[config.mk]
export PLATFORM = sky130hd
export DESIGN_NAME = clause_loader
export DESIGN_NICKNAME = d
export VERILOG_FILES = /design/src/rtl/clause_loader_pkg.sv /design/src/rtl/clause_loader.sv
export SDC_FILE = /design/constraint.sdc
export NUM_CORES = 1
export LEC_CHECK = 0
export ABC_AREA = 1
export BUFFER_PORTS_ARGS = -buffer_cell sky130_fd_sc_hd__buf_2
export CELL_PAD_IN_SITES_DETAIL_PLACEMENT = 2
export CELL_PAD_IN_SITES_GLOBAL_PLACEMENT = 2
export CORE_UTILIZATION = 29
export DETAILED_ROUTE_END_ITERATION = 16
export PLACE_DENSITY = 0.95
export SLEW_MARGIN = 20
export SYNTH_ARGS = -nofsm -noshare
export SYNTH_HDL_FRONTEND = slang
export SYNTH_SLANG_ARGS = --single-unit
export TNS_END_PERCENT = 30
[constraint.sdc]
create_clock -name in_clk -period 2.9 [get_ports in_clk]
set_input_delay 0.29 -clock in_clk [delete_from_list [all_inputs] [get_ports in_clk]]
set_output_delay 0.29 -clock in_clk [all_outputs]
set_load 0.01 [all_outputs]
[src/rtl/clause_loader_pkg.sv]
// Shared widths, the no-write address and the state encoding for the clause-register loader.
package clause_loader_pkg;

    localparam logic [1:0] IDLE_ENC   = 2'd0;
    localparam logic [1:0] LOAD_ENC   = 2'd1;
    localparam logic [1:0] FINISH_ENC = 2'd2;

    typedef enum logic [1:0] {
        IDLE   = IDLE_ENC,
        LOAD   = LOAD_ENC,
        FINISH = FINISH_ENC
    } state_e;

    // One clause word carries 2**vi_w variable coefficients plus the bias.
    function automatic int clause_word_width(input int coef_w, input int vi_w);
        return ((2 ** vi_w) + 1) * coef_w;
    endfunction

    function automatic int index_width(input int ci_w);
        return ci_w + 1;
    endfunction

    function automatic int no_write_index(input int ci_w);
        return 2 ** ci_w;
    endfunction

endpackage

[src/rtl/clause_loader.sv]
// Streams clause words into the clause registers one per cycle, then parks the index on the
// no-write address, publishes the reduce-enable mask and pulses done.
module clause_loader
    import clause_loader_pkg::*;
#(
    parameter int MAXIMUM_BIT_WIDTH_OF_COEFFICIENT    = 8,
    parameter int MAXIMUM_BIT_WIDTH_OF_VARIABLE_INDEX = 2,
    parameter int MAX_BIT_WIDTH_OF_CLAUSES_INDEX      = 3,
    localparam int WORD_W = clause_word_width(MAXIMUM_BIT_WIDTH_OF_COEFFICIENT,
                                              MAXIMUM_BIT_WIDTH_OF_VARIABLE_INDEX),
    localparam int IDX_W  = index_width(MAX_BIT_WIDTH_OF_CLAUSES_INDEX),
    localparam int NC     = no_write_index(MAX_BIT_WIDTH_OF_CLAUSES_INDEX)
) (
    input  logic              in_clk,
    input  logic              in_reset_n,
    input  logic              in_start,
    input  logic [IDX_W-1:0]  in_clause_count,
    input  logic [WORD_W-1:0] in_clause_coefficients,
    input  logic              in_clause_valid,
    input  logic              in_clause_last,
    output logic              out_clause_ready,
    output logic [WORD_W-1:0] out_clause_coefficients,
    output logic [IDX_W-1:0]  out_clause_index,
    output logic [NC-1:0]     out_reduce_enable,
    output logic              out_busy,
    output logic              out_done,
    output logic              out_error
);

    localparam int CI_W = MAX_BIT_WIDTH_OF_CLAUSES_INDEX;
    localparam logic [IDX_W-1:0] NO_WRITE = IDX_W'(NC);

    state_e              state_q, state_d;
    logic [IDX_W-1:0]    count_q, count_d;
    logic [IDX_W-1:0]    wr_cnt_q, wr_cnt_d;
    logic [IDX_W-1:0]    index_q, index_d;
    logic [WORD_W-1:0]   coef_q, coef_d;
    logic [NC-1:0]       mask_q, mask_d;
    logic                done_q, done_d;
    logic                error_q, error_d;

    logic                handshake;
    logic [IDX_W-1:0]    wr_cnt_next;
    logic [IDX_W-1:0]    count_sat;

    assign out_clause_ready = (state_q == LOAD);
    assign handshake        = in_clause_valid && out_clause_ready;
    assign wr_cnt_next      = wr_cnt_q + IDX_W'(1);
    // Requests above the register count load every register once and stop.
    assign count_sat        = (in_clause_count > NO_WRITE) ? NO_WRITE : in_clause_count;

    always_comb begin
        state_d  = state_q;
        count_d  = count_q;
        wr_cnt_d = wr_cnt_q;
        index_d  = NO_WRITE;
        coef_d   = coef_q;
        mask_d   = mask_q;
        done_d   = 1'b0;
        error_d  = error_q;
        case (state_q)
            IDLE: begin
                if (in_start) begin
                    count_d  = count_sat;
                    wr_cnt_d = '0;
                    mask_d   = '0;
                    error_d  = 1'b0;
                    state_d  = (count_sat == '0) ? FINISH : LOAD;
                end
            end
            LOAD: begin
                // Without a handshake the index falls back to NO_WRITE so no register is rewritten.
                if (handshake) begin
                    index_d  = wr_cnt_q;
                    coef_d   = in_clause_coefficients;
                    mask_d[wr_cnt_q[CI_W-1:0]] = 1'b1;
                    wr_cnt_d = wr_cnt_next;
                    if ((wr_cnt_next == count_q) || in_clause_last) begin
                        state_d = FINISH;
                    end
                    if (in_clause_last && (wr_cnt_next < count_q)) begin
                        error_d = 1'b1;
                    end
                end
            end
            FINISH: begin
                done_d  = 1'b1;
                state_d = IDLE;
            end
            default: begin
                state_d = IDLE;
            end
        endcase
    end

    always_ff @(posedge in_clk or negedge in_reset_n) begin
        if (!in_reset_n) begin
            state_q  <= IDLE;
            count_q  <= '0;
            wr_cnt_q <= '0;
            index_q  <= NO_WRITE;
            coef_q   <= '0;
            mask_q   <= '0;
            done_q   <= 1'b0;
            error_q  <= 1'b0;
        end else begin
            state_q  <= state_d;
            count_q  <= count_d;
            wr_cnt_q <= wr_cnt_d;
            index_q  <= index_d;
            coef_q   <= coef_d;
            mask_q   <= mask_d;
            done_q   <= done_d;
            error_q  <= error_d;
        end
    end

    assign out_clause_coefficients = coef_q;
    assign out_clause_index        = index_q;
    assign out_reduce_enable       = mask_q;
    assign out_busy                = (state_q != IDLE);
    assign out_done                = done_q;
    assign out_error               = error_q;

endmodule
Word level (Yosys, flattened, before mapping)
Cells that the tools add are included.
{ "op_classes": {"n_addsub": 1, "order_cmp": 4, "n_eq_ne": 7, "mux": 21, "n_bitwise": 1, "n_reduce_logical": 13} }
{ "op_table": {"columns": ["cell", "count"], "rows": [
  ["2-to-1 mux 4 bit", 5],
  ["2-to-1 mux 8 bit", 2],
  ["one-hot mux 8 bit (2 select lines)", 1],
  ["2-to-1 mux 2 bit", 4],
  ["bitwise OR 8 bit", 1],
  ["one-hot mux 4 bit (2 select lines)", 1],
  ["!= test 2 x 1 -> 1 bit, second input constant", 3],
  ["AND reduction 3 bit", 2],
  ["2-to-1 mux 1 bit", 5],
  ["adder 4 x 1 -> 4 bit, second input constant", 1],
  ["== test 4 bit", 1],
  ["greater-than comparator 4 bit, second input constant", 1],
  ["zero test 4 bit", 1],
  ["less-than comparator 3 x 4 -> 1 bit, second input constant", 1],
  ["less-than comparator 4 bit", 1],
  ["one-hot mux 2 bit (2 select lines)", 1],
  ["AND reduction 2 bit", 2],
  ["AND reduction 4 bit", 1],
  ["nonzero test 2 bit", 2],
  ["demux 1 bit (select 3 bit)", 1],
  ["greater-or-equal comparator 3 x 1 -> 1 bit, second input constant", 1],
  ["logical AND 1 bit", 3],
  ["== test 2 x 1 -> 1 bit, second input constant", 1],
  ["== test 2 bit, second input constant", 1],
  ["other kinds (4)", 4]
]} }
{ "totals": {"reg_bits": 64, "word_cells": 55} }

Depth between registers and ports, before layout
{ "depth": {"word_depth": 7, "ltp_mapped": 12, "depth_no_buf": 12} }

Worst setup path before layout
No wires, ideal clock.
{ "synth_timing": {"path_kind": "reg2reg", "start": "register wr_cnt_q[0]", "end": "register error_q (netlist: out_error)", "setup_ps": 117, "t_arrival_ps": 1480, "path_slack_ps": 1304, "path_stages_with_launch": 13, "n_path_buf": 0, "synth_period_minus_slack_ps": 1596, "path_cell_list": "dfrtp_1 ha_1 xnor2_1 inv_1 ha_1 nand2_1 inv_1 nand2_1 nand2_1 nand2_1 nand2_1 nand2_1 nand2_1"} }
{ "synth_via": {"elab_chain_len": 5} }
{ "synth_lines": {"columns": ["item", "line", "source"], "rows": [
  ["start, declared", "clause_loader.sv:35", "logic [IDX_W-1:0] wr_cnt_q, wr_cnt_d;"],
  ["start signal, assigned", "clause_loader.sv:109", "wr_cnt_q <= wr_cnt_d;"],
  ["adder 4 x 1 -> 4 bit", "clause_loader.sv:48", "assign wr_cnt_next = wr_cnt_q + IDX_W'(1);"],
  ["less-than comparator 4 bit", "clause_loader.sv:81", "if (in_clause_last && (wr_cnt_next < count_q)) begin"],
  ["logical AND 1 bit", "clause_loader.sv:81", null],
  ["!= test 2 x 1 -> 1 bit (no source line)", null, null],
  ["AND reduction 4 bit (no source line)", null, null],
  ["end signal, assigned", "clause_loader.sv:114", "error_q <= error_d;"],
  ["end, declared", "clause_loader.sv:40", "logic error_q, error_d;"]
]} }
No other way between the ends.
A chain may end at the register's enable or synchronous reset.

Worst setup path after layout
{ "layout_timing": {"start": "register state_q[1]", "end": "register wr_cnt_q[1]"} }
{ "layout_via": {"elab_chain_len": 4, "elab_cells_between_ends": 8} }
{ "layout_lines": {"columns": ["item", "line", "source"], "rows": [
  ["start, declared", "clause_loader.sv:33", "state_e state_q, state_d;"],
  ["start signal, assigned", "clause_loader.sv:107", "state_q <= state_d;"],
  ["== test 2 x 1 -> 1 bit", "clause_loader.sv:46, clause_loader.sv:61", null],
  ["logical AND 1 bit", "clause_loader.sv:47", "assign handshake = in_clause_valid && out_clause_ready;"],
  ["!= test 2 x 1 -> 1 bit (no source line)", null, null],
  ["AND reduction 3 bit (no source line)", null, null]
]} }
Several ways; a longest one is shown, not always the timed one.

==> impl_metrics.yaml <==
outcome:
  status: "finished clean"
sta:
  maxSlewViolCount: 0
  final.min_clock_period_ps: 2000
  timing.final.crit_share_pct: 68.9
  timing.hold.ws_ps: 52.9
  max_slew_margin_pct: 45.4
  setup_tns_ps: 0
  clock-skew-final_ps: 5.20
  hold_violations: 0
  setup_viol: 0
  setup_ws_ps: 902
  grt_setup_unrepaired: "no"
  worst_pin_slew_ps: 819
  max_freq_ghz: 0.501
clocking:
  ctsResizeCount: 0
  hold_buffers: 0
  cts.clk_slew.worst_paths_ps: 70
  cts-root-buf: "clkbuf_8"
  post-cts-setup-buffers: 0
  cts_buffers: 9
  insertion_delay_ps: 330
  cts_tree: "built"
  clock_sinks: 64
  htree_levels: 3
  clk_path_buf_depth: 2
logic_synthesis:
  synth-xor-area-share_pct: 0.666
  ys.warnings.count: 0
  synthCells: 296
  syn_area_per_cell_sq_um: 8.89
  synth.area.mux_share_pct: 0
  synthDistinctLibCells: 25
  synthSimpleGateAreaFrac_pct: 24.7
  synth_top_family_by_area: "simple AND/OR/NAND/NOR gates"
  syn_nets: 350
  synth_compound_area_share_pct: 4.66
  synth_area_sq_mm: 0.00263
  yosysSeqAreaShare_pct: 60.9
  ys_ff_latch: 64
  synth_fa_ha_area_share_pct: 2.38
route:
  dr.pass1.iters: 4
  highest_layer: "met4"
  routed-via-count: 2338
  ant_nets: 0
  wl_met1_um: 3300
  drt-initial-drc-count: 47
  viasPerCell: 4.54
  routed_wl_um: 7620
  drc_errors: 0
  met3_length_um: 313
  wl_met2_um: 3930
  wl_per_cell_um: 14.8
power:
  vdd_ir_drop_max_uv: 365
  netSwitchingFraction_pct: 38.9
  p_leak_nw: 2.03
  p_int_w: 0.00229
  p_clk_share_pct: 22.4
  p_sw_w: 0.00146
  power_frac_seq_pct: 39.5
  combPwrFrac_pct: 38.1
  pwr_density_cell_mw_per_mm2: 1090
placed_design:
  place_ws_ps: 873
  dp_hpwl_um: 5610
  placed_area_sq_mm: 0.00322
  port_buffers: 104
  gp_congestion: 0.722
worst_setup_path:
  rrSetupSlack_ps: 900
  critical_path_class: "flop to flop"
  arrival_ps: 2250
  endpoint: "wr_cnt_q[1]"
  setup.worst_path.start: "state_q[1]"
  path_max_fanout: 49
  crit_required_ps: 3150
  endpoint_kind: "flop"
  reg2reg_depth: 7
  critical_path.startpoint_type: "flop"
  rr_startpoint: "state_q[1]"
  regToRegEndpoint: "wr_cnt_q[1]"
floorplan:
  die_w_um: 97.3
  core_region_area_sq_mm: 0.00876
  rows: 34
  io_pins: 105
  die_area_sq_mm: 0.00946
  start_util_pct: 30.0
  fp.dieH_um: 97.3
cells_and_area:
  nFillCells: 1011
  diodes: 0
  final_area_sq_mm: 0.00344
  area_growth_pct: 30.9
  nets: 456
  layout-drive-gt1-share_pct: 32.4
global_route:
  grt_pass1_vias: 2649
  antenna_found_initial: 0
  grt_first_pass_wirelength_um: 13000
  grt.overflow.total: 0
  grt_max_degree: 50
  grt_use_total_pct: 17.3
job:
  cap_viol_max_count: 0
min_path:
  hp-class: "input port to asynchronous set/reset pin"
per-stage QoR:
stage          cells  util (%)  total power, W
6_report         515      39.3         0.00376
5_1_grt          515      39.3         0.00406
4_1_cts          515      39.3         0.00384
3_5_place_dp     499      36.8         0.00296
3_3_place_gp     499      36.8         0.00282
2_1_floorplan    296         -         0.00233
power groups by stage:
stage	sequential, W	combinational [W]	clock (W)
after global placement	0.00148	0.00135	0
after global routing	0.00153	0.00162	0.000904
after floorplan	0.00161	0.000724	0
after CTS	0.00149	0.00147	0.000869
final	0.00149	0.00143	0.000841
after detailed placement	0.00150	0.00145	0
metal layers:
metal  global-route usage (%)  vias up
met5                        0        -
met4                     6.45        0
met3                     3.45        6
met2                     30.7       67
met1                     20.6     1159
li1                         -     1106
sequential cells by signal, summed over array words and instances (netlist names):
register and cells:
out_done 1, out_clause_coefficients 40, out_reduce_enable 8, out_clause_index 4, state_q 2, count_q 4
wr_cnt_q 4, out_error 1
logic make-up after synthesis:
group                      Yosys count
AOI/OAI and AO/OA                   20
xor gates and xnor gates             2
adders and majority gates            5
buffers and inverters               38
DFF                                 64
and+or+nand+nor                    167
placed cells by master, fill, tap and decap left out, drive strengths merged:
| master | Yosys | routed |
|---|---|---|
| bufinv | 0 | 2 |
| a21oi | 7 | 7 |
| buf | 10 | 105 |
| xnor2 | 1 | 1 |
| dfstp | 1 | 1 |
| clkinvlp | 0 | 1 |
| a21boi | 1 | 1 |
| ha | 5 | 5 |
| o21ai | 6 | 6 |
| o21bai | 1 | 1 |
| dfrtp | 63 | 63 |
| nand2 | 140 | 140 |
| and3 | 1 | 1 |
| clkbuf | 0 | 10 |
| clkinv | 0 | 3 |
| nor2 | 21 | 21 |
| o21a | 1 | 1 |
| inv | 28 | 28 |
| o22ai | 4 | 4 |
| nand3 | 5 | 5 |
| xor2 | 1 | 1 |
synth_stat cells (all sizes together):
master / n / share of area, %
nand2: 140 / 20
dfrtp: 63 / 60
inv: 28 / 4.0
nor2: 21 / 3.3
buf: 10 / 2.7
a21oi: 7 / 1.3
o21ai: 6 / 1.3
ha: 5 / 2.4
nand3: 5 / 0.95
o22ai: 4 / 1.2
a21boi: 1 / 0.29
and3: 1 / 0.24
dfstp: 1 / 1.0
o21a: 1 / 0.29
o21bai: 1 / 0.29
xnor2: 1 / 0.33
xor2: 1 / 0.33
critical path, cell delays in order, from the launching register on:
cell and delay, ps:
dfrtp_1 400, inv_2 80, nand2_1 80, inv_2 100, nand2_4 320, inv_2 650, nand2_1 130, o21ai_1 120
how the worst min path moves through the flow:
| stage | from | to | slack (ps) |
|---|---|---|---|
| after floorplan | in_reset_n | count_q[0] | -6 |
| after CTS | in_reset_n | out_clause_coefficients[22] | 70 |
| after detailed placement | in_reset_n | out_clause_coefficients[22] | 430 |
| after global routing | in_reset_n | out_clause_coefficients[22] | 110 |
| after global placement | in_reset_n | out_clause_coefficients[23] | 420 |
| final | in_reset_n | out_clause_coefficients[22] | 50 |
cell type report:
class | instances | area [sq um] | share of cell area [%]
clock buffers | 10 | 138 | 4.00
clock inverters | 6 | 82.6 | 2.40
inverters | 28 | 105 | 3.05
multi-input cells | 194 | 853 | 24.8
flip-flops and latches | 64 | 1600 | 46.5
well taps | 108 | 135 | 3.92
repair buffers | 105 | 528 | 15.3
Power figures use the tool's default switching activity.
